$ cat src/rtl/uart_pkg.sv
// Shared definitions for the 16550-style host register file: offsets, IIR ids,
// LSR/IER bit positions and the LCR layout.
package uart_pkg;

    localparam int unsigned DATA_W = 8;
    localparam int unsigned ADDR_W = 3;

    localparam logic [ADDR_W-1:0] ADDR_RBR_THR = 3'd0;
    localparam logic [ADDR_W-1:0] ADDR_IER     = 3'd1;
    localparam logic [ADDR_W-1:0] ADDR_IIR_FCR = 3'd2;
    localparam logic [ADDR_W-1:0] ADDR_LCR     = 3'd3;
    localparam logic [ADDR_W-1:0] ADDR_MCR     = 3'd4;
    localparam logic [ADDR_W-1:0] ADDR_LSR     = 3'd5;
    localparam logic [ADDR_W-1:0] ADDR_MSR     = 3'd6;
    localparam logic [ADDR_W-1:0] ADDR_SCR     = 3'd7;

    localparam logic [2:0] IIR_ID_NONE = 3'b000;
    localparam logic [2:0] IIR_ID_THRE = 3'b001;
    localparam logic [2:0] IIR_ID_RX   = 3'b010;
    localparam logic [2:0] IIR_ID_LS   = 3'b011;

    localparam int unsigned LSR_DR   = 0;
    localparam int unsigned LSR_OE   = 1;
    localparam int unsigned LSR_PE   = 2;
    localparam int unsigned LSR_FE   = 3;
    localparam int unsigned LSR_BI   = 4;
    localparam int unsigned LSR_THRE = 5;
    localparam int unsigned LSR_TEMT = 6;
    localparam int unsigned LSR_ERR  = 7;

    localparam int unsigned IER_ERBFI = 0;
    localparam int unsigned IER_ETBEI = 1;
    localparam int unsigned IER_ELSI  = 2;

    typedef struct packed {
        logic       dlab;
        logic       brk;
        logic       par_stick;
        logic       even;
        logic       pen;
        logic       stb;
        logic [1:0] wls;
    } lcr_t;

    localparam logic [DATA_W-1:0] LCR_RESET = 8'h03;

    // Two stop bits become 1.5 (2'b11) when the word length is 5 bits.
    function automatic logic [1:0] stop_bits_f(input lcr_t l);
        if (!l.stb) return 2'b01;
        return (l.wls == 2'b00) ? 2'b11 : 2'b10;
    endfunction

endpackage

$ cat src/rtl/uart_irq_ctrl.sv
// Interrupt side of the register file: THRE-empty tracking, IIR priority
// encoding and the registered irq level.
module uart_irq_ctrl
    import uart_pkg::*;
(
    input  logic       clk,
    input  logic       rst,
    input  logic [2:0] ier_en,
    input  logic       rx_ready,
    input  logic       tx_ready,
    input  logic       ls_any,
    input  logic       thr_wr,
    input  logic       etbei_set,
    input  logic       iir_rd,
    output logic [7:0] iir_c,
    output logic       irq
);

    logic       tx_ready_q, tx_ready_d;
    logic       thre_q, thre_d;
    logic       irq_q, irq_d;
    logic [2:0] id_c;
    logic       pend_c;
    logic       ls_pend, rx_pend, thre_pend;

    // Fixed priority: line status > rx data > THR empty.
    always_comb begin
        ls_pend   = ier_en[IER_ELSI]  & ls_any;
        rx_pend   = ier_en[IER_ERBFI] & rx_ready;
        thre_pend = ier_en[IER_ETBEI] & thre_q;
        id_c      = IIR_ID_NONE;
        if (ls_pend)        id_c = IIR_ID_LS;
        else if (rx_pend)   id_c = IIR_ID_RX;
        else if (thre_pend) id_c = IIR_ID_THRE;
        pend_c = ls_pend | rx_pend | thre_pend;
    end

    assign iir_c = {2'b11, 2'b00, id_c, ~pend_c};

    // Reading IIR only acknowledges THRE when THRE is what the host saw.
    always_comb begin
        thre_d     = thre_q;
        tx_ready_d = tx_ready;
        irq_d      = pend_c;
        if (thr_wr | (iir_rd & (id_c == IIR_ID_THRE))) thre_d = 1'b0;
        if ((tx_ready & ~tx_ready_q) | etbei_set)      thre_d = 1'b1;
    end

    always_ff @(posedge clk or posedge rst) begin
        if (rst) begin
            tx_ready_q <= 1'b0;
            thre_q     <= 1'b0;
            irq_q      <= 1'b0;
        end else begin
            tx_ready_q <= tx_ready_d;
            thre_q     <= thre_d;
            irq_q      <= irq_d;
        end
    end

    assign irq = irq_q;

endmodule

$ cat src/rtl/uart_regs.sv
// 16550-compatible host register file feeding uart_top: bus decode, line and
// baud configuration, FIFO handshakes, sticky line-status errors and irq.
module uart_regs
    import uart_pkg::*;
#(
    parameter int unsigned DL_WIDTH  = 16,
    parameter int unsigned PSD_WIDTH = 4
) (
    input  logic                 clk,
    input  logic                 rst,
    input  logic                 bus_en,
    input  logic                 bus_we,
    input  logic [2:0]           bus_addr,
    input  logic [7:0]           bus_wdata,
    output logic [7:0]           bus_rdata,
    output logic                 irq,
    output logic                 wr_en,
    output logic [7:0]           wr_data,
    input  logic                 tx_ready,
    output logic                 rd_en,
    input  logic [7:0]           rd_data,
    input  logic                 rx_ready,
    input  logic                 parity_err,
    input  logic                 framing_err,
    input  logic                 overrun_err,
    output logic [1:0]           stop_bits,
    output logic                 parity_en,
    output logic                 parity_even,
    output logic [3:0]           data_bits,
    output logic [DL_WIDTH-1:0]  divisor_latch,
    output logic [PSD_WIDTH-1:0] psd,
    output logic                 new_baud
);

    lcr_t                 lcr_q, lcr_d;
    logic [3:0]           ier_q, ier_d;
    logic [4:0]           mcr_q, mcr_d;
    logic [7:0]           scr_q, scr_d;
    logic [7:0]           dll_q, dll_d;
    logic [7:0]           dlm_q, dlm_d;
    logic [PSD_WIDTH-1:0] psd_q, psd_d;
    logic                 oe_q, oe_d, pe_q, pe_d, fe_q, fe_d;
    logic [7:0]           rdata_q, rdata_d;
    logic                 wr_en_q, wr_en_d;
    logic [7:0]           wr_data_q, wr_data_d;
    logic                 new_baud_q, new_baud_d;
    logic                 started_q, started_d;

    logic       rd_acc, wr_acc, dlab;
    logic       thr_wr, rbr_rd, lsr_rd, iir_rd, etbei_set, dl_wr;
    logic       ls_any_c;
    logic [7:0] lsr_c;
    logic [7:0] iir_c;

    // Access decode; DLAB remaps offsets 0, 1 and 5 onto the baud registers.
    always_comb begin
        rd_acc    = bus_en & ~bus_we;
        wr_acc    = bus_en & bus_we;
        dlab      = lcr_q.dlab;
        thr_wr    = wr_acc & (bus_addr == ADDR_RBR_THR) & ~dlab;
        rbr_rd    = rd_acc & (bus_addr == ADDR_RBR_THR) & ~dlab;
        lsr_rd    = rd_acc & (bus_addr == ADDR_LSR) & ~dlab;
        iir_rd    = rd_acc & (bus_addr == ADDR_IIR_FCR);
        etbei_set = wr_acc & (bus_addr == ADDR_IER) & ~dlab & bus_wdata[IER_ETBEI]
                    & ~ier_q[IER_ETBEI] & tx_ready;
        dl_wr     = wr_acc & dlab & ((bus_addr == ADDR_RBR_THR) | (bus_addr == ADDR_IER)
                    | (bus_addr == ADDR_LSR));
    end

    assign rd_en = rbr_rd & rx_ready;

    always_comb begin
        ls_any_c        = oe_q | pe_q | fe_q;
        lsr_c           = '0;
        lsr_c[LSR_DR]   = rx_ready;
        lsr_c[LSR_OE]   = oe_q;
        lsr_c[LSR_PE]   = pe_q;
        lsr_c[LSR_FE]   = fe_q;
        lsr_c[LSR_BI]   = 1'b0;
        lsr_c[LSR_THRE] = tx_ready;
        lsr_c[LSR_TEMT] = tx_ready;
        lsr_c[LSR_ERR]  = ls_any_c;
    end

    uart_irq_ctrl u_irq_ctrl (
        .clk      (clk),
        .rst      (rst),
        .ier_en   (ier_q[2:0]),
        .rx_ready (rx_ready),
        .tx_ready (tx_ready),
        .ls_any   (ls_any_c),
        .thr_wr   (thr_wr),
        .etbei_set(etbei_set),
        .iir_rd   (iir_rd),
        .iir_c    (iir_c),
        .irq      (irq)
    );

    // Register writes, read mux and the one-shot output pulses.
    always_comb begin
        lcr_d      = lcr_q;
        ier_d      = ier_q;
        mcr_d      = mcr_q;
        scr_d      = scr_q;
        dll_d      = dll_q;
        dlm_d      = dlm_q;
        psd_d      = psd_q;
        rdata_d    = rdata_q;
        wr_en_d    = 1'b0;
        wr_data_d  = wr_data_q;
        started_d  = 1'b1;
        new_baud_d = ~started_q | dl_wr;

        // An error pulse coinciding with the LSR read survives the clear.
        oe_d = (lsr_rd ? 1'b0 : oe_q) | overrun_err;
        pe_d = (lsr_rd ? 1'b0 : pe_q) | parity_err;
        fe_d = (lsr_rd ? 1'b0 : fe_q) | framing_err;

        if (wr_acc) begin
            case (bus_addr)
                ADDR_RBR_THR: begin
                    if (dlab) begin
                        dll_d = bus_wdata;
                    end else if (tx_ready) begin
                        wr_en_d   = 1'b1;
                        wr_data_d = bus_wdata;
                    end
                end
                ADDR_IER: begin
                    if (dlab) dlm_d = bus_wdata;
                    else      ier_d = bus_wdata[3:0];
                end
                ADDR_LCR: lcr_d = lcr_t'(bus_wdata);
                ADDR_MCR: mcr_d = bus_wdata[4:0];
                ADDR_LSR: if (dlab) psd_d = PSD_WIDTH'(bus_wdata);
                ADDR_SCR: scr_d = bus_wdata;
                default: ;
            endcase
        end

        if (rd_acc) begin
            case (bus_addr)
                ADDR_RBR_THR: rdata_d = dlab ? dll_q : (rx_ready ? rd_data : 8'h00);
                ADDR_IER:     rdata_d = dlab ? dlm_q : {4'h0, ier_q};
                ADDR_IIR_FCR: rdata_d = iir_c;
                ADDR_LCR:     rdata_d = 8'(lcr_q);
                ADDR_MCR:     rdata_d = {3'b000, mcr_q};
                ADDR_LSR:     rdata_d = dlab ? 8'(psd_q) : lsr_c;
                ADDR_MSR:     rdata_d = 8'h00;
                ADDR_SCR:     rdata_d = scr_q;
                default:      rdata_d = 8'h00;
            endcase
        end
    end

    always_ff @(posedge clk or posedge rst) begin
        if (rst) begin
            lcr_q      <= lcr_t'(LCR_RESET);
            ier_q      <= '0;
            mcr_q      <= '0;
            scr_q      <= '0;
            dll_q      <= 8'h01;
            dlm_q      <= 8'h00;
            psd_q      <= '0;
            oe_q       <= 1'b0;
            pe_q       <= 1'b0;
            fe_q       <= 1'b0;
            rdata_q    <= '0;
            wr_en_q    <= 1'b0;
            wr_data_q  <= '0;
            new_baud_q <= 1'b0;
            started_q  <= 1'b0;
        end else begin
            lcr_q      <= lcr_d;
            ier_q      <= ier_d;
            mcr_q      <= mcr_d;
            scr_q      <= scr_d;
            dll_q      <= dll_d;
            dlm_q      <= dlm_d;
            psd_q      <= psd_d;
            oe_q       <= oe_d;
            pe_q       <= pe_d;
            fe_q       <= fe_d;
            rdata_q    <= rdata_d;
            wr_en_q    <= wr_en_d;
            wr_data_q  <= wr_data_d;
            new_baud_q <= new_baud_d;
            started_q  <= started_d;
        end
    end

    assign bus_rdata     = rdata_q;
    assign wr_en         = wr_en_q;
    assign wr_data       = wr_data_q;
    assign new_baud      = new_baud_q;
    assign divisor_latch = DL_WIDTH'({dlm_q, dll_q});
    assign psd           = psd_q;
    assign data_bits     = 4'd5 + 4'(lcr_q.wls);
    assign stop_bits     = stop_bits_f(lcr_q);
    assign parity_en     = lcr_q.pen;
    assign parity_even   = lcr_q.even;

endmodule

$ cat config.mk
export PLATFORM = sky130hd
export DESIGN_NAME = uart_regs
export DESIGN_NICKNAME = d
export VERILOG_FILES = /design/src/rtl/uart_pkg.sv /design/src/rtl/uart_irq_ctrl.sv /design/src/rtl/uart_regs.sv
export SDC_FILE = /design/constraint.sdc
export NUM_CORES = 1
export LEC_CHECK = 0
export BUFFER_PORTS_ARGS = -buffer_cell sky130_fd_sc_hd__clkbuf_2
export CORE_MARGIN = 4
export CORE_UTILIZATION = 45
export DETAILED_ROUTE_END_ITERATION = 6
export PLACE_DENSITY_LB_ADDON = 0.2
export SLEW_MARGIN = 40
export SYNTH_ARGS = -nofsm -noshare
export SYNTH_HDL_FRONTEND = slang
export SYNTH_SLANG_ARGS = --single-unit
export TNS_END_PERCENT = 20
$ cat constraint.sdc
create_clock -name clk -period 1.8 [get_ports clk]
set_input_delay 0.09 -clock clk [delete_from_list [all_inputs] [get_ports clk]]
set_output_delay 0.09 -clock clk [all_outputs]
set_load 0.005 [all_outputs]
==> flow_summary.html <==
<table>
<tr><th>Metric</th><th>Value</th></tr>
<tr><th colspan="2">Status</th></tr>
<tr><td>Result of the run</td><td>completed</td></tr>
<tr><th colspan="2">Synthesis</th></tr>
<tr><td>Average footprint of a synthesized cell</td><td>12.0 µm²</td></tr>
<tr><td>Post-synthesis cell count</td><td>280</td></tr>
<tr><td>Register bit total from synthesis</td><td>70</td></tr>
<tr><td>Number of warning messages in the yosys log</td><td>0</td></tr>
<tr><td>Net count of the mapped netlist</td><td>310</td></tr>
<tr><td>Post-Syn Area</td><td>3360 µm²</td></tr>
<tr><td>Async set-reset flop share out of synthesis</td><td>1.00</td></tr>
<tr><td>Proportion of synthesized chip area in sequential cells</td><td>0.523</td></tr>
<tr><td>Post-synth EDFFs</td><td>0</td></tr>
<tr><td>Most common flop cell mapped by yosys</td><td>sky130_fd_sc_hd__dfrtp_1</td></tr>
<tr><td>Number of distinct library cells after synthesis</td><td>51</td></tr>
<tr><th colspan="2">Job</th></tr>
<tr><td>Max-cap violations</td><td>0</td></tr>
<tr><th colspan="2">Clock network</th></tr>
<tr><td>CTS tree</td><td>yes</td></tr>
<tr><td>TritonCTS Buffers</td><td>9</td></tr>
<tr><td>Number of clock sinks seen by CTS</td><td>70</td></tr>
<tr><td>Cell at the root of the clock tree</td><td>sky130_fd_sc_hd__clkbuf_8</td></tr>
<tr><td>H-tree depth</td><td>3</td></tr>
<tr><td>Later-pin clock latency in the skew report</td><td>0.34 ns</td></tr>
<tr><td>Clock Pin Slew Worst Setup and Hold Paths</td><td>0.07 ns</td></tr>
<tr><td>Maximum buffer depth of the clock tree</td><td>2</td></tr>
<tr><th colspan="2">Die</th></tr>
<tr><td>Area of the die</td><td>8910 µm²</td></tr>
<tr><td>Y dimension of the die</td><td>94.4 µm</td></tr>
<tr><td>Starting Density</td><td>0.463</td></tr>
<tr><td>Top-Level Pins</td><td>76</td></tr>
<tr><td>Placeable Area</td><td>7250 µm²</td></tr>
<tr><td>Overall die width</td><td>94.4 µm</td></tr>
<tr><td># rows</td><td>31</td></tr>
<tr><th colspan="2">Worst hold path</th></tr>
<tr><td>Worst Hold Launch</td><td>bus_wdata[5]</td></tr>
<tr><td>Hold-critical path depth</td><td>2</td></tr>
<tr><td>Hold-critical path endpoint</td><td>lcr_q[5]</td></tr>
<tr><td>HP Class</td><td>input pin to flip-flop</td></tr>
<tr><th colspan="2">Place</th></tr>
<tr><td>Placer congestion estimate</td><td>0.879</td></tr>
<tr><td>Port bufs</td><td>75</td></tr>
<tr><td>Placement-stage cell area</td><td>3900 µm²</td></tr>
<tr><td>Post-detailed-placement half-perimeter wirelength</td><td>6430 µm</td></tr>
<tr><th colspan="2">Cells and area</th></tr>
<tr><td>Number of nets at the end of the flow</td><td>400</td></tr>
<tr><td>Sequential standard cell area</td><td>1760 µm²</td></tr>
<tr><td>Fraction of layout cells with a size suffix above 1</td><td>0.451</td></tr>
<tr><td>Most frequent standard cell in the layout excluding fill and tap cells</td><td>sky130_fd_sc_hd__clkbuf_2</td></tr>
<tr><td>Area growth from synthesis to layout</td><td>23.8%</td></tr>
<tr><td>Fill cell instance count of the final layout</td><td>651</td></tr>
<tr><td>Area occupied by multi-input gates</td><td>1490 µm²</td></tr>
<tr><td>N_diodes</td><td>0</td></tr>
<tr><td>Final Cell Area</td><td>4160 µm²</td></tr>
<tr><td>Commonest cells after routing, fill and taps aside</td><td>sky130_fd_sc_hd__clkbuf_2, sky130_fd_sc_hd__dfrtp_1, sky130_fd_sc_hd__mux2_2, sky130_fd_sc_hd__nand2_1, sky130_fd_sc_hd__buf_4</td></tr>
<tr><th colspan="2">STA</th></tr>
<tr><td>Total negative slack for setup checks</td><td>0 ns</td></tr>
<tr><td>Final worst path period need</td><td>1.69 ns</td></tr>
<tr><td>Setup repair after global routing missed its margin</td><td>false</td></tr>
<tr><td>Fin. max-slew vios</td><td>0</td></tr>
<tr><td>Final cycle utilization of the critical path</td><td>0.940</td></tr>
<tr><td># setup viols final</td><td>0</td></tr>
<tr><td>Clock skew</td><td>0.00957 ns</td></tr>
<tr><td>Final hold violation count</td><td>0</td></tr>
<tr><td>Maximum clock frequency</td><td>0.591 GHz</td></tr>
<tr><th colspan="2">GRT</th></tr>
<tr><td>Aggregate global-route resource usage</td><td>0.215</td></tr>
<tr><td>Global-route track usage on met2</td><td>0.340</td></tr>
<tr><td>Maximum number of pins on one net before global-route repair</td><td>71</td></tr>
<tr><td>Number of global-route vias before repair</td><td>2,595</td></tr>
<tr><td>Met3 usage</td><td>0.0359</td></tr>
<tr><td>First-pass GRT wire length</td><td>14,200 µm</td></tr>
<tr><td>Most used routing layer in global routing</td><td>met2</td></tr>
<tr><td>GR Util met1</td><td>0.299</td></tr>
<tr><td>GRT overflow</td><td>0</td></tr>
<tr><td>Antenna violations before repair</td><td>0</td></tr>
<tr><th colspan="2">Setup path</th></tr>
<tr><td>Critical path launch point type</td><td>flip-flop</td></tr>
<tr><td>Crit path launch</td><td>dlab</td></tr>
<tr><td>Worst EP required</td><td>2.02 ns</td></tr>
<tr><td>Count of buffer and inverter cells on the critical path</td><td>0</td></tr>
<tr><td>Worst stage delay on the critical path</td><td>0.52 ns</td></tr>
<tr><td>Worst-path cell chain</td><td>nand3_1 -&gt; nor2_1 -&gt; mux2_2</td></tr>
<tr><td>Critical path's top delay family</td><td>simple AND/OR/NAND/NOR gates</td></tr>
<tr><td>Crit Reg-Reg Startpoint</td><td>dlab</td></tr>
<tr><td>Worst EP arrival</td><td>1.91 ns</td></tr>
<tr><td>Class of the most critical setup path</td><td>flip-flop to flip-flop</td></tr>
<tr><td>Register-to-register path setup slack</td><td>0.11 ns</td></tr>
<tr><td>Worst-path fanout max</td><td>9</td></tr>
<tr><td>Worst Setup End Kind</td><td>flip-flop</td></tr>
<tr><td>Worst path slowest cell</td><td>sky130_fd_sc_hd__dfrtp_1</td></tr>
<tr><td>Reg2Reg Depth</td><td>3</td></tr>
<tr><td>Endpoint of the worst-slack reg-to-reg timing path</td><td>psd[1]</td></tr>
<tr><th colspan="2">Route</th></tr>
<tr><td>Iteration-0 DRC count of the detailed router</td><td>159</td></tr>
<tr><td>Length of the first detailed-routing pass in iterations</td><td>5</td></tr>
<tr><td>DRC violation count after routing</td><td>0</td></tr>
<tr><td>Number of vias in the routed layout</td><td>2,673</td></tr>
<tr><td>Total routed wirelength</td><td>9130 µm</td></tr>
<tr><td>Via density</td><td>5.64</td></tr>
<tr><td>Average routed wire per standard cell</td><td>19.3 µm</td></tr>
<tr><td>Remaining antenna violation count after routing</td><td>0</td></tr>
<tr><th colspan="2">Pwr</th></tr>
<tr><td>Max rail drop VDD</td><td>524 µV</td></tr>
<tr><td>Power per Cell Area</td><td>1060 nW/µm²</td></tr>
<tr><td>LEAKAGE</td><td>1.95 nW</td></tr>
</table>
==> power breakdown <==
group          internal (mW)  switching (mW)  leakage, nW
sequential              1.88           0.217        0.864
combinational          0.534           0.477        0.989
clock                  0.715           0.572       0.0996
==> cell usage after synthesis, drive strengths merged (3+ instances only) <==
cell type | n | area [µm²]
inv | 6 | 22.5
buf | 9 | 58.8
mux2i | 10 | 100
o21ai | 11 | 55.1
dfrtp | 67 | 1680
nand3 | 5 | 25.0
a31oi | 3 | 18.8
a311oi | 4 | 35.0
nand2b | 5 | 31.3
clkbuf | 8 | 30.0
mux2 | 51 | 589
o31ai | 4 | 30.0
a221oi | 5 | 43.8
a21o | 3 | 22.5
a221o | 4 | 40.0
nor3 | 4 | 40.0
o211ai | 3 | 22.5
nand2 | 23 | 88.8
nor2b | 5 | 33.8
a21oi | 6 | 30.0
or3 | 3 | 23.8
nor2 | 12 | 52.6
dfstp | 3 | 78.8
a22o | 3 | 26.3
==> how the worst max path moves through the flow <==
stage,depth (start not counted),slack (ns),endpoint
after global placement,2,0.19,ier_q[1]
after floorplan,4,0.22,ier_q[0]
final,3,0.11,psd[1]
after global routing,4,0.05,wr_data[3]
after detailed placement,5,0.15,wr_data[3]
after CTS,4,0.14,wr_data[3]
==> through the flow <==
stage / total power [mW] / util / cells / hold WS (ns) / setup WS [ns]
2_1_floorplan: 2.66 / - / 280 / 0.121 / 0.220
3_3_place_gp: 3.11 / 0.538 / 453 / 0.208 / 0.192
3_5_place_dp: 3.13 / 0.538 / 453 / 0.215 / 0.151
4_1_cts: 4.44 / 0.573 / 474 / 0.0470 / 0.137
5_1_grt: 4.64 / 0.573 / 474 / 0.0556 / 0.0463
6_report: 4.40 / 0.573 / 474 / 0.0537 / 0.107
==> cell families (layout without fill, tap and decap cells) <==
kind of cell               count (synthesis)  in the layout  share of synthesized area
adders and majority gates                  2              2                    0.00745
other                                      1              1                    0.00112
buffers and inverters                     23            118                     0.0332
AOI/OAI and AO/OA                         56             56                      0.122
and+or+nand+nor                           67             67                      0.108
muxes                                     61             61                      0.205
DFF                                       70             70                      0.523
==> area by class of cell <==
cell class	count	area share
flip-flops and latches	70	0.422
well taps	99	0.0298
clock buffers	13	0.0382
clock inverters	3	0.0102
inverters	6	0.00632
repair buffers	96	0.134
multi-input cells	187	0.359
==> per-layer routing <==
layer  vias up  share of wire
met5         -              0
met2        98           0.49
met4         0          0.016
met3        11          0.059
met1      1362           0.44
li1       1202              -
==> repair_timing <==
item / CTS / global route
setup buffers: 0 / 0
hold buffers: 5 / 0
hold endpoints to repair: 71 / 0
resized for setup: 0 / 0
==> worst register-to-register path, cell delays in order, from the launching register on <==
cell and delay, ns:
sky130_fd_sc_hd__dfrtp_1 0.52, sky130_fd_sc_hd__nand3_1 0.29, sky130_fd_sc_hd__nor2_1 0.40, sky130_fd_sc_hd__mux2_2 0.38
==> flip-flops by register name, summed over array words and instances, names as in the netlist, 4 cells and up <==
name,flops
psd,4
bus_rdata,8
wr_data,8
scr_q,8
dll_q,8
mcr_q,5
dlm_q,8
lcr_q,5
ier_q,4
No activity file was read; power rests on OpenSTA's default activity.
